$ cat config.mk
export PLATFORM = sky130hd
export DESIGN_NAME = alu_issue_ctrl
export DESIGN_NICKNAME = d
export VERILOG_FILES = /design/src/rtl/alu_issue_ctrl.sv
export SDC_FILE = /design/constraint.sdc
export NUM_CORES = 1
export LEC_CHECK = 0
export BUFFER_PORTS_ARGS = -buffer_cell sky130_fd_sc_hd__buf_2
export CORE_MARGIN = 2
export CORE_UTILIZATION = 50
export CTS_BUF_LIST = sky130_fd_sc_hd__clkbuf_8
export CTS_CLUSTER_SIZE = 12
export DETAILED_ROUTE_END_ITERATION = 8
export PLACE_DENSITY = 0.83
export SETUP_SLACK_MARGIN = 0.15
export SYNTH_ARGS = -nofsm -noshare
export SYNTH_HDL_FRONTEND = slang
export SYNTH_SLANG_ARGS = --single-unit
$ cat constraint.sdc
create_clock -name clk -period 3.9 [get_ports clk]
set_input_delay 0.78 -clock clk [delete_from_list [all_inputs] [get_ports clk]]
set_output_delay 0.78 -clock clk [all_outputs]
set_load 0.1 [all_outputs]
$ cat src/rtl/alu_issue_ctrl.sv
// alu_issue_ctrl: initiator side of the 32-bit combinational ALU.
// Accepts one request at a time, decodes ALUOp/funct into ALU_control and
// bonus_control, holds the ALU inputs in registers, captures the ALU result
// and returns it on a valid/ready response channel. MUL is held MUL_LAT
// cycles before capture.
// Optional build macro: ALU_ISSUE_OVERLAP_EN lets a new request be accepted
// in the same cycle as the response handshake (RESP -> EXEC directly).
//
// state | meaning
// IDLE  | waiting for a request, req_ready high
// EXEC  | ALU inputs driven, capture (or start MUL wait)
// MULW  | MUL wait, counter counting down to zero
// RESP  | response valid, everything held until rsp_ready

module alu_issue_ctrl #(
  parameter int unsigned MUL_LAT = 2
) (
  input  logic        clk,
  input  logic        rst_n,
  input  logic        req_valid,
  output logic        req_ready,
  input  logic [2:0]  req_aluop,
  input  logic [5:0]  req_funct,
  input  logic [31:0] req_src1,
  input  logic [31:0] req_src2,
  output logic        alu_rst_n,
  output logic [31:0] alu_src1,
  output logic [31:0] alu_src2,
  output logic [3:0]  alu_control,
  output logic [2:0]  alu_bonus,
  input  logic [31:0] alu_result,
  input  logic        alu_zero,
  input  logic        alu_overflow,
  output logic        rsp_valid,
  input  logic        rsp_ready,
  output logic [31:0] rsp_result,
  output logic        rsp_zero,
  output logic        rsp_overflow,
  output logic        rsp_illegal
);

  typedef enum logic [1:0] {
    ST_IDLE = 2'd0,
    ST_EXEC = 2'd1,
    ST_MULW = 2'd2,
    ST_RESP = 2'd3
  } state_t;

  // MUL_LAT=1 captures straight from EXEC; larger values count down in MULW.
  localparam bit         MUL_MULTI    = (MUL_LAT > 1);
  localparam logic [3:0] MUL_CNT_INIT = MUL_MULTI ? 4'(MUL_LAT - 2) : 4'd0;

  state_t      state_q, state_d;
  logic [3:0]  cnt_q, cnt_d;
  logic        alu_rst_n_q;
  logic [31:0] src1_q, src1_d;
  logic [31:0] src2_q, src2_d;
  logic [3:0]  ctrl_q, ctrl_d;
  logic [2:0]  bonus_q, bonus_d;
  logic        mul_q, mul_d;
  logic        addsub_q, addsub_d;
  logic [31:0] rsp_result_q, rsp_result_d;
  logic        rsp_zero_q, rsp_zero_d;
  logic        rsp_ovf_q, rsp_ovf_d;
  logic        rsp_ill_q, rsp_ill_d;

  logic        dec_legal;
  logic [3:0]  dec_ctrl;
  logic [2:0]  dec_bonus;
  logic        dec_mul;
  logic        dec_addsub;
  logic        accept;
  logic        load_req;
  logic        capture;

  // Request decode: ALUOp/funct to ALU_control, bonus_control and op flags.
  always_comb begin
    dec_legal  = 1'b1;
    dec_ctrl   = 4'b0000;
    dec_bonus  = 3'b000;
    dec_mul    = 1'b0;
    dec_addsub = 1'b0;
    case (req_aluop)
      3'b000: begin dec_ctrl = 4'b0010; dec_addsub = 1'b1; end
      3'b001: begin dec_ctrl = 4'b0110; dec_addsub = 1'b1; end
      3'b011: dec_ctrl = 4'b0111;
      3'b100: dec_ctrl = 4'b0001;
      3'b101: begin
        dec_ctrl  = 4'b0111;
        dec_bonus = req_funct[2:0];
        case (req_funct[2:0])
          3'b000, 3'b001, 3'b010, 3'b011, 3'b110, 3'b100: dec_legal = 1'b1;
          default: dec_legal = 1'b0;
        endcase
      end
      3'b010: begin
        case (req_funct)
          6'b100000: begin dec_ctrl = 4'b0010; dec_addsub = 1'b1; end
          6'b100010: begin dec_ctrl = 4'b0110; dec_addsub = 1'b1; end
          6'b100100: dec_ctrl = 4'b0000;
          6'b100101: dec_ctrl = 4'b0001;
          6'b100111: dec_ctrl = 4'b1100;
          6'b101010: dec_ctrl = 4'b0111;
          6'b000000: dec_ctrl = 4'b1000;
          6'b000010: dec_ctrl = 4'b1001;
          6'b011000: begin dec_ctrl = 4'b0011; dec_mul = 1'b1; end
          default:   dec_legal = 1'b0;
        endcase
      end
      default: dec_legal = 1'b0;
    endcase
  end

`ifdef ALU_ISSUE_OVERLAP_EN
  assign req_ready = rst_n && ((state_q == ST_IDLE) ||
                               ((state_q == ST_RESP) && rsp_ready));
`else
  assign req_ready = rst_n && (state_q == ST_IDLE);
`endif

  assign accept = req_valid && req_ready;

  // Next-state logic; flags which datapath action happens this cycle.
  always_comb begin
    state_d  = state_q;
    cnt_d    = cnt_q;
    load_req = 1'b0;
    capture  = 1'b0;
    case (state_q)
      ST_IDLE: begin
        if (accept) begin
          load_req = 1'b1;
          state_d  = dec_legal ? ST_EXEC : ST_RESP;
        end
      end
      ST_EXEC: begin
        if (mul_q && MUL_MULTI) begin
          cnt_d   = MUL_CNT_INIT;
          state_d = ST_MULW;
        end else begin
          capture = 1'b1;
          state_d = ST_RESP;
        end
      end
      ST_MULW: begin
        if (cnt_q == 4'd0) begin
          capture = 1'b1;
          state_d = ST_RESP;
        end else begin
          cnt_d = cnt_q - 4'd1;
        end
      end
      ST_RESP: begin
        if (rsp_ready) begin
          state_d = ST_IDLE;
`ifdef ALU_ISSUE_OVERLAP_EN
          if (accept) begin
            load_req = 1'b1;
            state_d  = dec_legal ? ST_EXEC : ST_RESP;
          end
`endif
        end
      end
      default: state_d = ST_IDLE;
    endcase
  end

  // Datapath: load ALU inputs on legal accept, build responses otherwise.
  always_comb begin
    src1_d       = src1_q;
    src2_d       = src2_q;
    ctrl_d       = ctrl_q;
    bonus_d      = bonus_q;
    mul_d        = mul_q;
    addsub_d     = addsub_q;
    rsp_result_d = rsp_result_q;
    rsp_zero_d   = rsp_zero_q;
    rsp_ovf_d    = rsp_ovf_q;
    rsp_ill_d    = rsp_ill_q;
    if (load_req && dec_legal) begin
      src1_d   = req_src1;
      src2_d   = req_src2;
      ctrl_d   = dec_ctrl;
      bonus_d  = dec_bonus;
      mul_d    = dec_mul;
      addsub_d = dec_addsub;
    end
    if (load_req && !dec_legal) begin
      rsp_result_d = 32'd0;
      rsp_zero_d   = 1'b0;
      rsp_ovf_d    = 1'b0;
      rsp_ill_d    = 1'b1;
    end
    if (capture) begin
      rsp_result_d = alu_result;
      rsp_zero_d   = alu_zero;
      rsp_ovf_d    = addsub_q && alu_overflow;
      rsp_ill_d    = 1'b0;
    end
  end

  // State and datapath registers with synchronous active-low reset.
  always_ff @(posedge clk) begin
    if (!rst_n) begin
      state_q      <= ST_IDLE;
      cnt_q        <= 4'd0;
      alu_rst_n_q  <= 1'b0;
      src1_q       <= 32'd0;
      src2_q       <= 32'd0;
      ctrl_q       <= 4'd0;
      bonus_q      <= 3'd0;
      mul_q        <= 1'b0;
      addsub_q     <= 1'b0;
      rsp_result_q <= 32'd0;
      rsp_zero_q   <= 1'b0;
      rsp_ovf_q    <= 1'b0;
      rsp_ill_q    <= 1'b0;
    end else begin
      state_q      <= state_d;
      cnt_q        <= cnt_d;
      alu_rst_n_q  <= 1'b1;
      src1_q       <= src1_d;
      src2_q       <= src2_d;
      ctrl_q       <= ctrl_d;
      bonus_q      <= bonus_d;
      mul_q        <= mul_d;
      addsub_q     <= addsub_d;
      rsp_result_q <= rsp_result_d;
      rsp_zero_q   <= rsp_zero_d;
      rsp_ovf_q    <= rsp_ovf_d;
      rsp_ill_q    <= rsp_ill_d;
    end
  end

  assign alu_rst_n    = alu_rst_n_q;
  assign alu_src1     = src1_q;
  assign alu_src2     = src2_q;
  assign alu_control  = ctrl_q;
  assign alu_bonus    = bonus_q;
  assign rsp_valid    = (state_q == ST_RESP);
  assign rsp_result   = rsp_result_q;
  assign rsp_zero     = rsp_zero_q;
  assign rsp_overflow = rsp_ovf_q;
  assign rsp_illegal  = rsp_ill_q;

endmodule

==> results of run 1 <==
where the power goes:
group / total (mW) / internal [mW] / switching [mW] / leakage, nW
Combinational: 2.26 / 0.429 / 1.83 / 2.61
Clock: 1.10 / 0.572 / 0.524 / 0.190
Sequential: 1.47 / 1.36 / 0.103 / 0.937
worst reg2reg max path: stages (launching register included):
cell and delay [ns]:
dfxtp_1 0.33, inv_1 0.08, ha_1 0.15, or3b_1 0.41, o21ba_2 0.27, o21ai_4 0.63
buf_12 0.35, o21ba_1 0.19
registers in the layout, indices dropped and copies added, names as in the netlist:
register and cells:
alu_src1 32, alu_src2 32, rsp_result 32, alu_control 4
cnt_q 4, alu_bonus 3, state_q 2, addsub_q 1
alu_rst_n 1, mul_q 1, rsp_illegal 1, rsp_overflow 1
rsp_zero 1
placed cells by master (no fill, tap or decap), types with 3 or more instances in the layout:
| master | n |
|---|---|
| buf_2 | 219 |
| dfxtp_1 | 115 |
| nand2_1 | 114 |
| inv_1 | 111 |
| mux2i_1 | 72 |
| o31ai_4 | 30 |
| clkbuf_8 | 17 |
| nor2_1 | 10 |
| ha_1 | 7 |
| o21ai_0 | 6 |
| a21oi_1 | 5 |
| nand3_1 | 4 |
| o31ai_1 | 4 |
| clkinvlp_4 | 4 |
| clkinv_4 | 4 |
| buf_4 | 4 |
| and3_1 | 3 |
| o211ai_1 | 3 |
| nand4_1 | 3 |
| inv_6 | 3 |
how the worst max path moves through the flow:
| stage | startpoint | end | slack, ns | cells past startpoint |
|---|---|---|---|---|
| 5_1_grt | cnt_q[0]$_SDFFE_PN0P_ | rsp_illegal$_SDFFE_PP0P_ | 1.29 | 7 |
| 3_5_place_dp | req_funct[2] | alu_src1[15]$_SDFFE_PN0P_ | 1.23 | 7 |
| 4_1_cts | cnt_q[0]$_SDFFE_PN0P_ | rsp_illegal$_SDFFE_PP0P_ | 1.37 | 7 |
| 3_3_place_gp | req_funct[2] | rsp_result[0]$_SDFFE_PN0P_ | 1.36 | 6 |
| 6_report | cnt_q[0]$_SDFFE_PN0P_ | rsp_illegal$_SDFFE_PP0P_ | 1.39 | 7 |
| 2_1_floorplan | rst_n | state_q[0]$_SDFFE_PN0P_ | 1.15 | 6 |
metal layers:
metal / vias up / GRT usage / share of wire
met5: - / 0 / 0
met4: 0 / 0.101 / 0.026
met3: 30 / 0.0714 / 0.081
met2: 186 / 0.374 / 0.50
met1: 2084 / 0.231 / 0.39
li1: 2221 / - / -
kinds of logic after synthesis:
logic type	Yosys count	share of synthesized area
xor gates and xnor gates	3	0.00489
adders and majority gates	7	0.0163
DFF	115	0.429
buffers and inverters	140	0.124
and+or+nand+nor	152	0.122
AOI/OAI and AO/OA	68	0.170
muxes	72	0.134
cell type report:
cell class	count	area, µm²
repair buffers	224	1150
clock buffers	17	234
well taps	136	170
clock inverters	15	160
fillers	851	3500
inverters	111	417
multi-input cells	302	2440
flip-flops and latches	115	2300
==> impl_metrics.env, run 1 <==
export IMPL_min_to="alu_src1[23]$_SDFFE_PN0P_"
export IMPL_synth_nets=675
export IMPL_maxCapViolations=0
export IMPL_yosysMostFrequentCell="dfxtp_1"
export IMPL_portBuffers=219
export IMPL_yosys_cell_types_count=53
export IMPL_path_delay_family="compound AO/OA/AOI/OAI gates"
export IMPL_die_w_um=108
export IMPL_hold_path_class="register to register"
export IMPL_clock_skew_ns=0.0121
export IMPL_drt_pass1_iter_count=4
export IMPL_area_growth_pct=27.8
export IMPL_tritoncts_num_buffers=17
export IMPL_post_cts_buffers=0
export IMPL_crit_buf_inv=2
export IMPL_seq_area_frac_synth=0.429
export IMPL_relSlewSlack=0.331
export IMPL_ys_ff_latch=115
export IMPL_final_cells=920
export IMPL_synth_edf_count=0
export IMPL_setup_viol=0
export IMPL_finalPower_mw=4.82
export IMPL_cp_data_required_time_ns=4.22
export IMPL_grt_pass1_wl_um=19500
export IMPL_drt_iter0_drc=203
export IMPL_drive_above_1_share=0.372
export IMPL_synthTopCellsByArea="dfxtp_1 (43%), mux2i_1 (13%), o31ai_4 (12%), nand2_1 (8.0%), inv_1 (7.7%)"
export IMPL_drtAntennaViolNets=0
export IMPL_coreArea_um2=10400
export IMPL_fin_util=0.662
export IMPL_end_kind="register"
export IMPL_setup_slack_ns=1.39
export IMPL_first_global_vias=4395
export IMPL_clkTransAtPathRegs_ns=0.07
export IMPL_drv_slew=0
export IMPL_gp_congestion=0.841
export IMPL_wire_per_inst_um=13.5
export IMPL_holdCritStartpoint="alu_src1[23]$_SDFFE_PN0P_"
export IMPL_slowest_stage="o21ai_4"
export IMPL_dp_cells=888
export IMPL_grt_max_degree=75
export IMPL_arrival_ns=2.83
export IMPL_dp_hpwl_um=9420
export IMPL_finalCriticalPeriod_ns=2.51
export IMPL_dieHeight_um=108
export IMPL_place_ws_ns=1.23
export IMPL_synthFlopType="dfxtp_1"
export IMPL_routed_wl_um=12400
export IMPL_drc_errors=0
export IMPL_holdWs_ns=0.458
export IMPL_fin_area_um2=6870
export IMPL_ios=220
export IMPL_die_area_um2=11600
export IMPL_synthesis_area_um2=5370
export IMPL_syn_area_per_cell_um2=9.65
export IMPL_cts_sinks=115
export IMPL_cts_tree="built"
export IMPL_rsz0062_at_grt="false"
export IMPL_path_class="register to register"
export IMPL_path_cells="inv_1 > ha_1 > or3b_1 > o21ba_2 > o21ai_4 > buf_12 > o21ba_1"
export IMPL_ir_drop_v=0.000407
export IMPL_fmax_mhz=398
export IMPL_timing_final_crit_share=0.644
export IMPL_insertion_delay_ns=0.43
export IMPL_grtUsageTotal=0.214
export IMPL_reg2reg_slack_ns=1.39
export IMPL_rows=37
export IMPL_hold_depth=2
export IMPL_crit_path_max_incr_delay_ns=0.63
export IMPL_synth_async_reset_ratio=0
export IMPL_holdBufCountCts=0
export IMPL_initial_core_util=0.518
export IMPL_cts_root_buf="clkbuf_8"
export IMPL_worstSetupStartpointType="register"
export IMPL_ff2ff_path_depth=7
export IMPL_p_leak_nw=3.74
export IMPL_overflow=0
export IMPL_post_dp_cell_area_um2=6470
export IMPL_clk_path_buf_depth=2
export IMPL_synth_common_cells="dfxtp_1 (115), nand2_1 (114), inv_1 (110)"
export IMPL_dr_total_vias=4521
export IMPL_cts_max_level=4
export IMPL_finalHoldViolCount=0
export IMPL_crit_fanout=24
export IMPL_n_antenna_cell=0
export IMPL_worst_pin_slew_ns=1.00
export IMPL_antenna_found_initial=0
export IMPL_viasPerCell=4.91
export IMPL_ys_warn_count=0
export IMPL_yosys_area_top_type="dfxtp_1"
export IMPL_timing_rr_end="rsp_illegal$_SDFFE_PP0P_"
export IMPL_tns_ns=0
export IMPL_cts_resized=0
export IMPL_crit_reg2reg_launch="cnt_q[0]$_SDFFE_PN0P_"
export IMPL_powerDensity_nw_per_um2=702
export IMPL_synthDominantCellAreaShare=0.429
export IMPL_syn_inst=557
export IMPL_status="finished clean"
export IMPL_nNetsFinal=889
No activity file was read; power rests on OpenSTA's default activity.
==> run 2: changes to the inputs <==
CORE_UTILIZATION = 45   (was 50)
PLACE_DENSITY = 0.78   (was 0.83)
clock period = 2.3 ns   (was 3.9 ns; I/O delays follow)
==> run 2 against run 1 <==
  * The run now ends with DRC left
  * Clock power rose by 75%
  * Die area rose by 11%
  * Global-route usage shrank 2.8 points
  * First-iteration DRC count is 10% lower
  * Hold slack worse by 0.23 ns
  * Sequential share of layout area down 1.2 points
  * Count of clock-buffer cells in the layout rose by 3
  * Register-to-register slack got worse by 1.1 ns
  * Maximum frequency increased by 25%
  * Final cell count is 2.0% higher
  * Sequential power grew 68%
  * Combinational power up 75%
==> impl_metrics.env, run 2 (synthesized netlist as in run 1, its figures left out) <==
export IMPL_drt_iter0_drc=182
export IMPL_finalCriticalPeriod_ns=2.01
export IMPL_clock_skew_ns=0.00789
export IMPL_drc_errors=16
export IMPL_relSlewSlack=0.641
export IMPL_finalPower_mw=8.34
export IMPL_nNetsFinal=901
export IMPL_maxCapViolations=0
export IMPL_netSwitchingFraction=0.486
export IMPL_crit_path_max_incr_delay_ns=0.51
export IMPL_fmax_mhz=499
export IMPL_rsz0062_at_grt="false"
export IMPL_cts_tree="built"
export IMPL_cts_root_buf="clkbuf_8"
export IMPL_intPower_mw=4.28
export IMPL_portBuffers=219
export IMPL_cts_sinks=115
export IMPL_finalHoldViolCount=0
export IMPL_cp_data_required_time_ns=2.63
export IMPL_ios=220
export IMPL_die_area_um2=12800
export IMPL_insertion_delay_ns=0.43
export IMPL_setup_viol=0
export IMPL_cts_max_level=4
export IMPL_clkTransAtPathRegs_ns=0.07
export IMPL_n_antenna_cell=0
export IMPL_clkPwrFrac=0.230
export IMPL_grt_max_degree=56
export IMPL_arrival_ns=2.33
export IMPL_status="complete, but fails checks"
export IMPL_timing_final_crit_share=0.872
export IMPL_slowest_stage="a222oi_1"
export IMPL_drtAntennaViolNets=0
export IMPL_dr_total_vias=4428
export IMPL_initial_core_util=0.467
export IMPL_p_seq_frac=0.297
export IMPL_path_class="register to register"
export IMPL_setup_slack_ns=0.295
export IMPL_drive_above_1_share=0.381
export IMPL_ir_drop_v=0.000647
export IMPL_hold_path_class="input pin to register"
export IMPL_drv_slew=0
export IMPL_viasPerCell=4.72
export IMPL_worst_pin_slew_ns=0.539
export IMPL_grt_pass1_wl_um=19000
export IMPL_final_cell_mix="buf_2 (218), dfxtp_1 (115), nand2_1 (114)"
export IMPL_tritoncts_num_buffers=17
export IMPL_end_kind="register"
export IMPL_power_frac_comb=0.474
export IMPL_coreArea_um2=11500
export IMPL_first_global_vias=4232
export IMPL_holdWs_ns=0.231
export IMPL_clk_path_buf_depth=2
export IMPL_dieHeight_um=113
export IMPL_powerDensity_nw_per_um2=1170
export IMPL_worstSetupStartpointType="register"
export IMPL_overflow=0
export IMPL_area_growth_pct=32.4
export IMPL_gp_congestion=0.831
export IMPL_rows=39
export IMPL_dp_hpwl_um=8890
export IMPL_die_w_um=113
export IMPL_crit_fanout=4
export IMPL_layout_commonest_cell="buf_2"
export IMPL_drt_pass1_iter_count=6
export IMPL_filler_cell_count=970
export IMPL_path_cells="inv_1 > ha_1 > or3b_1 > a222oi_1 > o21ai_1 > a221oi_1"
export IMPL_place_ws_ns=0.208
export IMPL_routed_wl_um=12100
export IMPL_failed_checks="DRC"
export IMPL_grtUsageTotal=0.186
export IMPL_p_leak_nw=3.87
export IMPL_wire_per_inst_um=12.9
export IMPL_tns_ns=0
export IMPL_switching_power_mw=4.06
export IMPL_antenna_found_initial=0
[run 2: area by class of cell]
type / count / area (µm²) / share of cell area
tap: 143 / 179 / 0.0252
clock buffer: 20 / 275 / 0.0387
timing repair buffer: 236 / 1360 / 0.192
inverter: 111 / 417 / 0.0586
sequential: 115 / 2300 / 0.324
multi-input combinational: 302 / 2440 / 0.343
clock inverter: 11 / 136 / 0.0192
[run 2: power groups by stage]
stage	clock network (mW)	registers [mW]	logic, mW
6_report	1.92	2.47	3.95
5_1_grt	2.07	2.51	4.11
2_1_floorplan	0	4.70	1.10
3_3_place_gp	0	2.51	3.90
3_5_place_dp	0	2.51	3.94
4_1_cts	1.98	2.48	3.94
[run 2: metrics by stage]
| step | utilization | area [µm²] | cells |
|---|---|---|---|
| global placement | 0.576 | 6640 | 904 |
| CTS | 0.612 | 7050 | 935 |
| finish | 0.618 | 7110 | 938 |
| detailed placement | 0.576 | 6640 | 904 |
| global route | 0.618 | 7110 | 938 |
| floorplan | - | 5370 | 557 |
[run 2: path summary, 6_finish.rpt]
kind / cells after the start / startpoint / slack [ns] / to
max reg2reg: 6 / cnt_q[0]$_SDFFE_PN0P_ / 0.29 / state_q[0]$_SDFFE_PN0P_
min reg2reg: 2 / alu_src1[13]$_SDFFE_PN0P_ / 0.46 / alu_src1[13]$_SDFFE_PN0P_
max: 6 / cnt_q[0]$_SDFFE_PN0P_ / 0.29 / state_q[0]$_SDFFE_PN0P_
min: 3 / alu_result[0] / 0.23 / rsp_result[0]$_SDFFE_PN0P_
[run 2: critical path, delay by kind of cell, from the launching register on]
kind / cells / cell delay (ns)
and+or+nand+nor: 1 / 0.42
DFF: 1 / 0.33
buffers and inverters: 1 / 0.09
AOI/OAI and AO/OA: 3 / 0.94
adders and majority gates: 1 / 0.14
[run 2: timing repair]
| action | CTS | global route |
|---|---|---|
| setup endpoints to repair | 0 | 60 |
| gates resized for setup | 0 | 6 |
| setup buffers | 0 | 1 |
| hold buffers | 0 | 0 |
[run 2: per-layer routing]
metal / GRT usage / wire, µm
met1: 0.210 / 4940
met2: 0.313 / 5930
met3: 0.0739 / 1070
met4: 0.0764 / 172
met5: 0 / 0
